### src/rtl/arb_mux_reg.sv
// N-channel mux (explicit select or round-robin) into one registered output word; 1-cycle latency.
// Backpressure: inputs are granted only while the output register is empty or draining this cycle.
module arb_mux_reg #(
   parameter  int WIDTH = 32,
   parameter  int N_CH  = 4,
   localparam int SEL_W = $clog2(N_CH)
) (
   input  logic                    clk,
   input  logic                    rst,
   input  logic                    mode,
   input  logic [SEL_W-1:0]        select,
   input  logic [N_CH*WIDTH-1:0]   in_data,
   input  logic [N_CH-1:0]         in_valid,
   output logic [N_CH-1:0]         in_ready,
   output logic [WIDTH-1:0]        out_data,
   output logic [SEL_W-1:0]        out_ch,
   output logic                    out_valid,
   input  logic                    out_ready
);

   typedef struct packed {
      logic [SEL_W-1:0] ch;
      logic [WIDTH-1:0] dat;
   } word_t;

   word_t             out_q;
   logic [SEL_W-1:0]  ptr;
   logic [N_CH-1:0]   grant;
   logic [SEL_W-1:0]  gnt_idx;
   logic [WIDTH-1:0]  gnt_dat;
   logic              found;
   logic              load_en;

   assign load_en = !out_valid | out_ready;

   // Grant is one-hot or zero; gnt_idx/gnt_dat only matter when a grant bit is set.
   always_comb begin
      grant   = '0;
      gnt_idx = '0;
      gnt_dat = '0;
      found   = 1'b0;
      if (!mode) begin
         for (int i = 0; i < N_CH; i++) begin
            if (select == SEL_W'(i)) begin
               grant[i] = in_valid[i];
               gnt_idx  = SEL_W'(i);
               gnt_dat  = in_data[i*WIDTH +: WIDTH];
            end
         end
      end else begin
         // Scan starts just past the last winner so a busy channel cannot starve the others.
         for (int k = 1; k <= N_CH; k++) begin
            if (!found && in_valid[(int'(ptr) + k) % N_CH]) begin
               found                            = 1'b1;
               grant[(int'(ptr) + k) % N_CH]    = 1'b1;
               gnt_idx                          = SEL_W'((int'(ptr) + k) % N_CH);
               gnt_dat                          = in_data[((int'(ptr) + k) % N_CH)*WIDTH +: WIDTH];
            end
         end
      end
   end

   assign in_ready = grant & {N_CH{load_en & ~rst}};

   always_ff @(posedge clk) begin
      if (rst) begin
         out_q     <= '0;
         out_valid <= 1'b0;
         ptr       <= SEL_W'(N_CH - 1);
      end else begin
         if (|in_ready) begin
            out_q     <= '{ch: gnt_idx, dat: gnt_dat};
            out_valid <= 1'b1;
            if (mode) begin
               ptr <= gnt_idx;
            end
         end else if (out_ready) begin
            out_valid <= 1'b0;
         end
      end
   end

   assign out_data = out_q.dat;
   assign out_ch   = out_q.ch;

endmodule

### config.mk
export PLATFORM = sky130hd
export DESIGN_NAME = arb_mux_reg
export DESIGN_NICKNAME = d
export VERILOG_FILES = /design/src/rtl/arb_mux_reg.sv
export SDC_FILE = /design/constraint.sdc
export NUM_CORES = 1
export LEC_CHECK = 0
export ABC_AREA = 1
export CAP_MARGIN = 20
export CORE_MARGIN = 5
export CORE_UTILIZATION = 35
export DETAILED_ROUTE_END_ITERATION = 16
export MAX_ROUTING_LAYER = met4
export PLACE_DENSITY = 0.64
export SYNTH_ARGS = -nofsm -noshare
export SYNTH_HDL_FRONTEND = slang
export SYNTH_SLANG_ARGS = --single-unit
### constraint.sdc
create_clock -name clk -period 5.4 [get_ports clk]
set_input_delay 1.08 -clock clk [delete_from_list [all_inputs] [get_ports clk]]
set_output_delay 1.08 -clock clk [all_outputs]
set_load 0.02 [all_outputs]
======== After elaboration in Yosys (flattened, before gate mapping) ========
Index checks and enable logic that the tools add are counted.
cells by class
  add/sub/neg operators ................... 4
  equal/unequal tests ..................... 3
  mux-type cells .......................... 57
  shift-type cells ........................ 4
  reductions and logical operators ........ 19
  order comparisons ....................... 8
  bitwise gates (word level) .............. 11
operator list
  operator                                                                              count
  128-bit by 8-bit variable part select with 32-bit output                              4
  32-bit 2-to-1 mux                                                                     9
  4-bit 2-to-1 mux                                                                      8
  1-bit 2-to-1 mux                                                                      25
  3-bit by 4-bit less-than comparator with 1-bit output (second input constant)         4
  2-bit 2-to-1 mux                                                                      7
  3-bit by 1-bit greater-or-equal comparator with 1-bit output (second input constant)  4
  4-bit OR                                                                              3
  1-bit binary-select mux with 2-bit select                                             4
  1-bit demux with 2-bit select                                                         4
  2-bit OR reduction                                                                    4
  1-bit logical AND                                                                     7
  2-bit by 1-bit adder with 2-bit output (second input constant)                        2
  2-bit adder (second input constant)                                                   2
  1-bit AND (first input constant)                                                      4
  4-bit AND                                                                             1
  2-bit equality test (second input constant)                                           2
  1-bit logical NOT                                                                     4
  4-bit OR reduction                                                                    1
  2-bit by 1-bit equality test with 1-bit output (second input constant)                1
  2-bit logical NOT                                                                     1
  2-bit AND reduction                                                                   1
  2-bit nonzero test                                                                    1
  1-bit AND                                                                             1
  2 further kinds                                                                       2
storage, ports and cells
  bits of input ports ..................... 138
  word-level logic and storage cells ...... 110
  output and inout port bits .............. 39
  bits in registers ....................... 37

======== Longest topological paths before layout ========
Gate-level depths: netlist of run 1.
  word-level depth ........................ 23
  depth in mapped cells ................... 22
  gate-level depth less buffers ........... 16

======== Worst setup path after synthesis of run 1 ========
Ideal clock, no wire load.
  path type ............................... reg2out
  start ................................... register ptr[1]
  end ..................................... output port in_ready[0]
  slack ................................... 1.689 ns
  buffers on the path ..................... 5
  arrival time ............................ 2.631 ns
  stages on the path, launching flop included .. 17
  cells stage by stage .................... dfxtp_1 buf_2 inv_2 clkbuf_1 clkbuf_1 ha_1 buf_4 inv_1 buf_2 nand3_1 nand2_1 nand2_1 inv_1 nand3_1 nand3_1 nand2_1 inv_1
between the ends
  word-level cells in the longest chain between the ends .. 19
  elaborated cells on any way between the ends .. 68
  classes of those cells .................. 4 x add/sub; 8 x order compare; 34 x mux; 8 x bitwise; 14 x reduce/logical
RTL lines
  element                                                                                              RTL line  text
  start: declaration                                                                                   27        logic [SEL_W-1:0] ptr;
  start signal: assignment                                                                             69        ptr <= SEL_W'(N_CH - 1);
  start signal: assignment                                                                             75        ptr <= gnt_idx;
  2-bit by 1-bit adder with 2-bit output                                                               53, 55
  2-bit OR reduction (no line) or 1-bit binary-select mux with 2-bit select (tied branches)            n/a
  1-bit AND (no line) or 1-bit 2-to-1 mux (tied branches)                                              n/a
  3-bit by 4-bit less-than comparator with 1-bit output (implied by the code) (tied with other cells)  55        grant[(int'(ptr) + k) % N_CH] = 1'b1;
  1-bit logical AND (implied by the code) or 1-bit 2-to-1 mux (tied branches)                          55, 53
  1-bit 2-to-1 mux, on equally long branches                                                           55, 42
  1-bit demux with 2-bit select or 1-bit logical NOT (tied branches)                                   55, 53
  4-bit 2-to-1 mux or 1-bit logical AND (tied branches)                                                53        if (!found && in_valid[(int'(ptr) + k) % N_CH]) begin
  [... 3 more ...]                                                                                     n/a
  4-bit 2-to-1 mux or 1-bit logical AND (tied branches)                                                42, 53
  4-bit OR (no line) or 1-bit 2-to-1 mux (tied branches)                                               n/a
  4-bit 2-to-1 mux or 1-bit 2-to-1 mux (tied branches)                                                 53, 42
  4-bit 2-to-1 mux or 1-bit logical NOT (tied branches)                                                42, 53
  4-bit OR (no line) or 1-bit logical AND (tied branches)                                              n/a
  4-bit 2-to-1 mux *                                                                                   53
  4-bit 2-to-1 mux *                                                                                   42        if (!mode) begin
  4-bit AND *                                                                                          63        assign in_ready = grant & {N_CH{load_en & ~rst}};
  end: declaration                                                                                     14        output logic [N_CH-1:0] in_ready,
Mark *: on every way between the ends. The rest lies on a longest branch, timed or not. The select of a mux whose other input is x is not followed.

======== Worst setup path in the final report of run 1 ========
  start ................................... input port in_valid[3]
  end ..................................... output port in_ready[3]
between the ends
  word-level cells in the longest chain between the ends .. 18
  elaborated cells on any way between the ends .. 37
  classes of those cells .................. 27 x mux; 4 x bitwise; 6 x reduce/logical
RTL lines
  element                                               RTL line  text
  start: declaration                                    13        input logic [N_CH-1:0] in_valid,
  1-bit binary-select mux with 2-bit select             53
  1-bit 2-to-1 mux (implied by the code) (2 in series)  53
  1-bit 2-to-1 mux                                      53
  1-bit 2-to-1 mux                                      42
  1-bit logical NOT                                     53
  1-bit logical AND                                     53
  1-bit 2-to-1 mux                                      53
  1-bit 2-to-1 mux                                      42
  1-bit logical NOT                                     53
  1-bit logical AND                                     53
  1-bit 2-to-1 mux                                      53
  1-bit 2-to-1 mux                                      42
  1-bit logical NOT                                     53
  1-bit logical AND                                     53
  4-bit 2-to-1 mux                                      53
  4-bit 2-to-1 mux *                                    42
  4-bit AND *                                           63
Marked as above.

==> flow_summary.yaml, run 1 <==
layout:
  area_delta_synth_final_pct: 29.1
  layout-drive-gt1-share_pct: 3.53
  final_nets: 1534
timing:
  maxSlewViolCount: 0
  setup_viol_count_final: 0
  tns_ns: 0
  fmax_mhz: 224
  fin_crit_ns: 4.47
  rsz0062_at_grt: "false"
  slew_headroom_pct: 31.9
  fin_crit_sh_pct: 82.8
  fin_skew_ns: 0.00502
  hold_viol: 0
  worst_pin_slew_ns: 1.02
setup_path:
  crit_arrival_ns: 3.39
  timing.rr.start: "ptr[1]"
  reg2reg_to: "out_ch[1]"
  critPathKind: "input port to primary output"
  required_ns: 4.32
  critPathLaunchType: "input port"
  cp_max_fo: 43
  ff2ff_path_depth: 15
  crit_path_end_kind: "primary output"
  r2r_slack_ns: 1.64
global_route:
  grt_max_degree: 122
  grt-ovfl-total: 0
  grt_pass1_vias: 8047
  antenna_found_initial: 1
  grt_pass1_wl_mm: 41.4
  grt_use_total_pct: 24.1
power:
  p_switching_w: 0.00112
  power.internal_w: 0.00106
  power.density_nw_per_um2: 260
  combPwrFrac_pct: 70.1
  power_w: 0.00218
  p_clk_share_pct: 13.2
  peakVddDrop_v: 0.000133
  p_leak_nw: 3.87
  switching_share_pct: 51.4
  p_seq_share_pct: 16.6
synthesis:
  syn_inst: 1284
  yosysSeqAreaShare_pct: 11.4
  synth_area_per_cell_um2: 5.06
  synthesis.nets: 1430
  syn_area_um2: 6490
  synth.distinct_cells: 32
  synth_seq_cells: 37
  synth_warnings: 0
clock_tree:
  clock-sinks: 37
  path_clk_slew_ns: 0.06
  root_buffer: "clkbuf_16"
  cts_hold_buffers: 0
  insertion_delay_ns: 0.29
  numCtsBuffers: 5
  cts_resized: 0
  cts_tree: "yes"
  postCtsSetupRepairBufs: 0
  clockBufferDepth: 2
  htree_levels: 2
die:
  io_pins: 177
  rows: 49
  die_w_um: 146
  core_um2: 18100
  die_h_um: 146
  start_util_pct: 35.9
  die-area_um2: 21400
min_path:
  whs_endpoint: "out_data[15]"
  hold_path.class: "flop to flop"
  holdCritStartpoint: "out_data[15]"
  hold_depth: 2
run_status:
  status: "finished clean"
routing:
  vias: 8744
  post_drt_wl_per_cell_um: 16.2
  antenna_left: 0
  via_per_inst: 5.40
  drtPass1Iterations: 6
  routed_wirelength_mm: 26.3
  drc: 0
  drt_iter0_markers: 697
flow_run:
  drv_cap: 0
placement:
  dp_hpwl_mm: 18.0
  port-buffer-count: 176
  place.gp.congestion: 0.869
==> sequential cells by signal (all words and copies together) (netlist names) <==
name / cells
out_data: 32
out_ch: 2
ptr: 2
out_valid: 1
==> synthesized netlist by cell type (all sizes together) <==
library cell	instances	area (um^2)
a221oi	7	61.3
nor2	148	573
a21oi	44	224
o211ai	17	128
o221ai	10	87.6
nand4	6	37.5
nor3	4	31.3
inv	111	417
nand3	77	390
clkinv	3	11.3
mux2i	16	160
dfxtp	37	741
o21ai	256	1280
nand2	403	1540
ha	8	100
a21boi	1	7.51
o21bai	15	113
buf	39	223
o22ai	24	150
clkbuf	58	218
==> per-layer routing <==
metal	track usage (%)	wire length, um	vias to the layer above
met5	-	0	-
met4	9.88	1000	0
met3	4.31	2010	55
met2	39.2	11900	344
met1	29.5	11300	3918
li1	-	-	4427
==> worst max-delay path by stage <==
stage                      from     endpoint  depth (start not counted)
floorplan                ptr[1]  in_ready[0]                         16
global placement    in_valid[3]  in_ready[3]                         11
detailed placement  in_valid[3]  in_ready[3]                         11
CTS                 in_valid[3]  in_ready[3]                         11
global route             ptr[1]  in_ready[2]                         11
finish              in_valid[3]  in_ready[3]                         11
==> cell type report <==
| cell class | instances | area [um^2] |
|---|---|---|
| Inverter | 114 | 428 |
| Fill cell | 1981 | 9700 |
| Multi-Input combinational cell | 1036 | 4890 |
| Timing Repair Buffer | 194 | 1890 |
| Clock buffer | 6 | 129 |
| Sequential cell | 37 | 744 |
| Clock inverter | 2 | 10.0 |
| Tap cell | 229 | 287 |
| Antenna cell | 1 | 2.50 |
==> cell usage in the layout (no fill, tap or decap), types with 10 or more instances in the layout <==
master             n
a21oi_1           43
buf_4             18
clkdlybuf4s50_1  175
dfxtp_1           36
inv_1            104
mux2i_1           16
nand2_1          396
nand3_1           76
nor2_1           144
o211ai_1          17
o21ai_0          242
o21ai_1           14
o21bai_1          15
o221ai_1          10
o22ai_1           24
==> cell families (layout without fill, tap and decap cells) <==
group                    after synthesis  in the layout  share of synthesized area, %
multiplexers                          16             16                          2.47
adder cells (fa/ha/maj)                8              8                          1.54
buffers and inverters                211            316                          13.4
AND/OR/NAND/NOR                      638            638                          39.6
other                                  0              1                             0
AO/OA/AOI/OAI                        374            374                          31.6
flip-flops                            37             37                          11.4
==> worst max-delay path, stage by stage <==
cell and delay, ns:
clkdlybuf4s50_1 0.46, inv_1 0.10, nand2_1 0.07, nand3_2 0.11
nand2_4 0.31, nor2_4 0.32, nand3_1 0.11, nand3_1 0.10
nand2_1 0.08, inv_1 0.05, clkdlybuf4s50_1 0.59
==> power groups by stage <==
stage	Combinational, W	Sequential, W	Clock (W)
finish	0.00153	0.000363	0.000288
global route	0.00171	0.000371	0.000308
global placement	0.00150	0.000368	0
floorplan	0.000983	0.000431	0
CTS	0.00152	0.000364	0.000294
detailed placement	0.00152	0.000369	0
==> per-stage QoR <==
step | hold WS [ns] | worst slack [ns] | cell area (um^2) | util, % | instances
2_1_floorplan | 0.540 | 1.69 | 6490 | - | 1284
3_3_place_gp | 0.456 | 0.950 | 8240 | 45.6 | 1610
3_5_place_dp | 0.456 | 0.926 | 8240 | 45.6 | 1610
4_1_cts | 0.465 | 0.922 | 8380 | 46.3 | 1618
5_1_grt | 0.484 | 0.696 | 8380 | 46.3 | 1619
6_report | 0.463 | 0.927 | 8380 | 46.3 | 1619
Note: power is estimated with default switching activity, not from simulation.
==> inputs of run 2 (changes only) <==
--- a/config.mk
+++ b/config.mk
@@ -11,7 +11,7 @@
 export CORE_UTILIZATION = 35
 export DETAILED_ROUTE_END_ITERATION = 16
 export MAX_ROUTING_LAYER = met4
-export PLACE_DENSITY = 0.64
+export PLACE_DENSITY = 0.67
 export SYNTH_ARGS = -nofsm -noshare
 export SYNTH_HDL_FRONTEND = slang
 export SYNTH_SLANG_ARGS = --single-unit
==> constraint.sdc (replaced) <==
create_clock -name clk -period 4 [get_ports clk]
set_input_delay 0.8 -clock clk [delete_from_list [all_inputs] [get_ports clk]]
set_output_delay 0.8 -clock clk [all_outputs]
set_load 0.02 [all_outputs]
==> flow_summary.yaml, run 2 (synthesis gave the netlist of run 1 again) <==
clock_tree:
  htree_levels: 2
  insertion_delay_ns: 0.29
  clockBufferDepth: 2
  cts_tree: "yes"
  path_clk_slew_ns: 0.06
  cts_hold_buffers: 0
  numCtsBuffers: 5
  root_buffer: "clkbuf_16"
  cts_resized: 0
  clock-sinks: 37
  postCtsSetupRepairBufs: 0
setup_path:
  required_ns: 3.20
  timing.rr.start: "ptr[0]"
  crit_arrival_ns: 2.92
  reg2reg_to: "out_data[18]"
  crit_path_end_kind: "primary output"
  critPathKind: "input port to primary output"
  ff2ff_path_depth: 11
  cp_max_fo: 19
  critPathLaunchType: "input port"
  r2r_slack_ns: 0.74
placement:
  place.gp.congestion: 0.861
  dp_hpwl_mm: 18.1
  port-buffer-count: 176
layout:
  layout-drive-gt1-share_pct: 4.15
  nFillCells: 1961
  final_nets: 1542
  area_delta_synth_final_pct: 30.5
  multi_input_area_um2: 4890
  largest_reg_flops: 32
  regArea_um2: 744
  utilization_pct: 46.9
  mostFrequentLayoutCells: "nand2_1, o21ai_0, clkdlybuf4s50_1, nor2_1, inv_1"
  final_common_cell: "nand2_1"
timing:
  slew_headroom_pct: 41.0
  fmax_mhz: 269
  fin_skew_ns: 0.00403
  maxSlewViolCount: 0
  hold_slack_ns: 0.464
  hold_viol: 0
  fin_crit_ns: 3.72
  rsz0062_at_grt: "false"
  tns_ns: 0
  fin_crit_sh_pct: 93.0
  setup_viol_count_final: 0
  worst_pin_slew_ns: 0.885
die:
  die_w_um: 146
  rows: 49
  die_h_um: 146
  start_util_pct: 35.9
  core_um2: 18100
  io_pins: 177
  die-area_um2: 21400
routing:
  vias: 8699
  via_per_inst: 5.34
  drc: 0
  drt_iter0_markers: 828
  drtPass1Iterations: 6
  post_drt_wl_per_cell_um: 16.0
  antenna_left: 0
  routed_wirelength_mm: 26.1
global_route:
  top_usage_layer: "met2"
  grt_pass1_wl_mm: 41.6
  antenna_found_initial: 2
  grt-ovfl-total: 0
  grt_use_total_pct: 24.1
  grt_pass1_vias: 8072
  met1_usage_pct: 29.9
  met2_usage_pct: 40.2
  grt_use_met3_pct: 3.97
  grt_max_degree: 113
min_path:
  holdCritStartpoint: "out_ch[0]"
  hold_path.class: "flop to flop"
  whs_endpoint: "out_ch[0]"
  hold_depth: 2
power:
  power.density_nw_per_um2: 358
  p_leak_nw: 3.92
  peakVddDrop_v: 0.000240
flow_run:
  drv_cap: 0
run_status:
  status: "finished clean"
## run 2: cell count changes in the layout (fill, tap and decap cells not counted), sizes merged
cell / before / now
buf: 19 / 27
bufinv: 0 / 1
clkbuf: 6 / 5
clkinv: 5 / 4
clkinvlp: 0 / 1
diode: 1 / 2
## run 2: final cells by class
| type | instances | share of cell area, % |
|---|---|---|
| Timing Repair Buffer | 202 | 23.0 |
| Clock inverter | 3 | 0.546 |
| Inverter | 114 | 5.05 |
| Antenna cell | 2 | 0.0590 |
| Sequential cell | 37 | 8.78 |
| Clock buffer | 5 | 1.48 |
| Tap cell | 229 | 3.38 |
| Multi-Input combinational cell | 1036 | 57.7 |
## run 2: stage by stage
stage | area (um^2) | power (W) | instances | worst slack, ns
after floorplan | 6490 | 0.00191 | 1284 | 0.569
after global placement | 8300 | 0.00253 | 1618 | 0.318
after detailed placement | 8300 | 0.00256 | 1618 | 0.286
after CTS | 8470 | 0.00304 | 1626 | 0.280
after global routing | 8480 | 0.00332 | 1628 | 0.0820
final | 8480 | 0.00303 | 1628 | 0.280
## run 2: critical path, cell delays in order
cell and delay [ns]:
clkdlybuf4s50_1 0.46, inv_1 0.10, nand2_1 0.06, nand3_2 0.11
nand2_4 0.17, nor2_4 0.25, nand3_1 0.12, nand3_1 0.11
nand2_1 0.08, inv_1 0.06, clkdlybuf4s50_1 0.60
## run 2: metal layers
layer  part of all wire [%]  vias up  wire length, um
met5                      0        -                0
met4                    2.9        0              749
met3                    9.0       51             2340
met2                     46      379            12000
met1                     42     3828            10900
li1                       -     4441                -
## run 2: worst max-delay path by stage
stage	from	end	cells past startpoint
final	in_valid[3]	in_ready[0]	11
after global routing	in_valid[3]	in_ready[2]	11
after CTS	in_valid[3]	in_ready[0]	11
after detailed placement	in_valid[3]	in_ready[0]	11
after global placement	in_valid[3]	in_ready[0]	11
after floorplan	ptr[1]	in_ready[0]	16
## run 2: where the power goes
part,internal (W),switching (W)
Clock,0.000295,0.000170
Sequential,0.000446,0.0000502
Combinational,0.000772,0.00130
Total,0.00151,0.00152
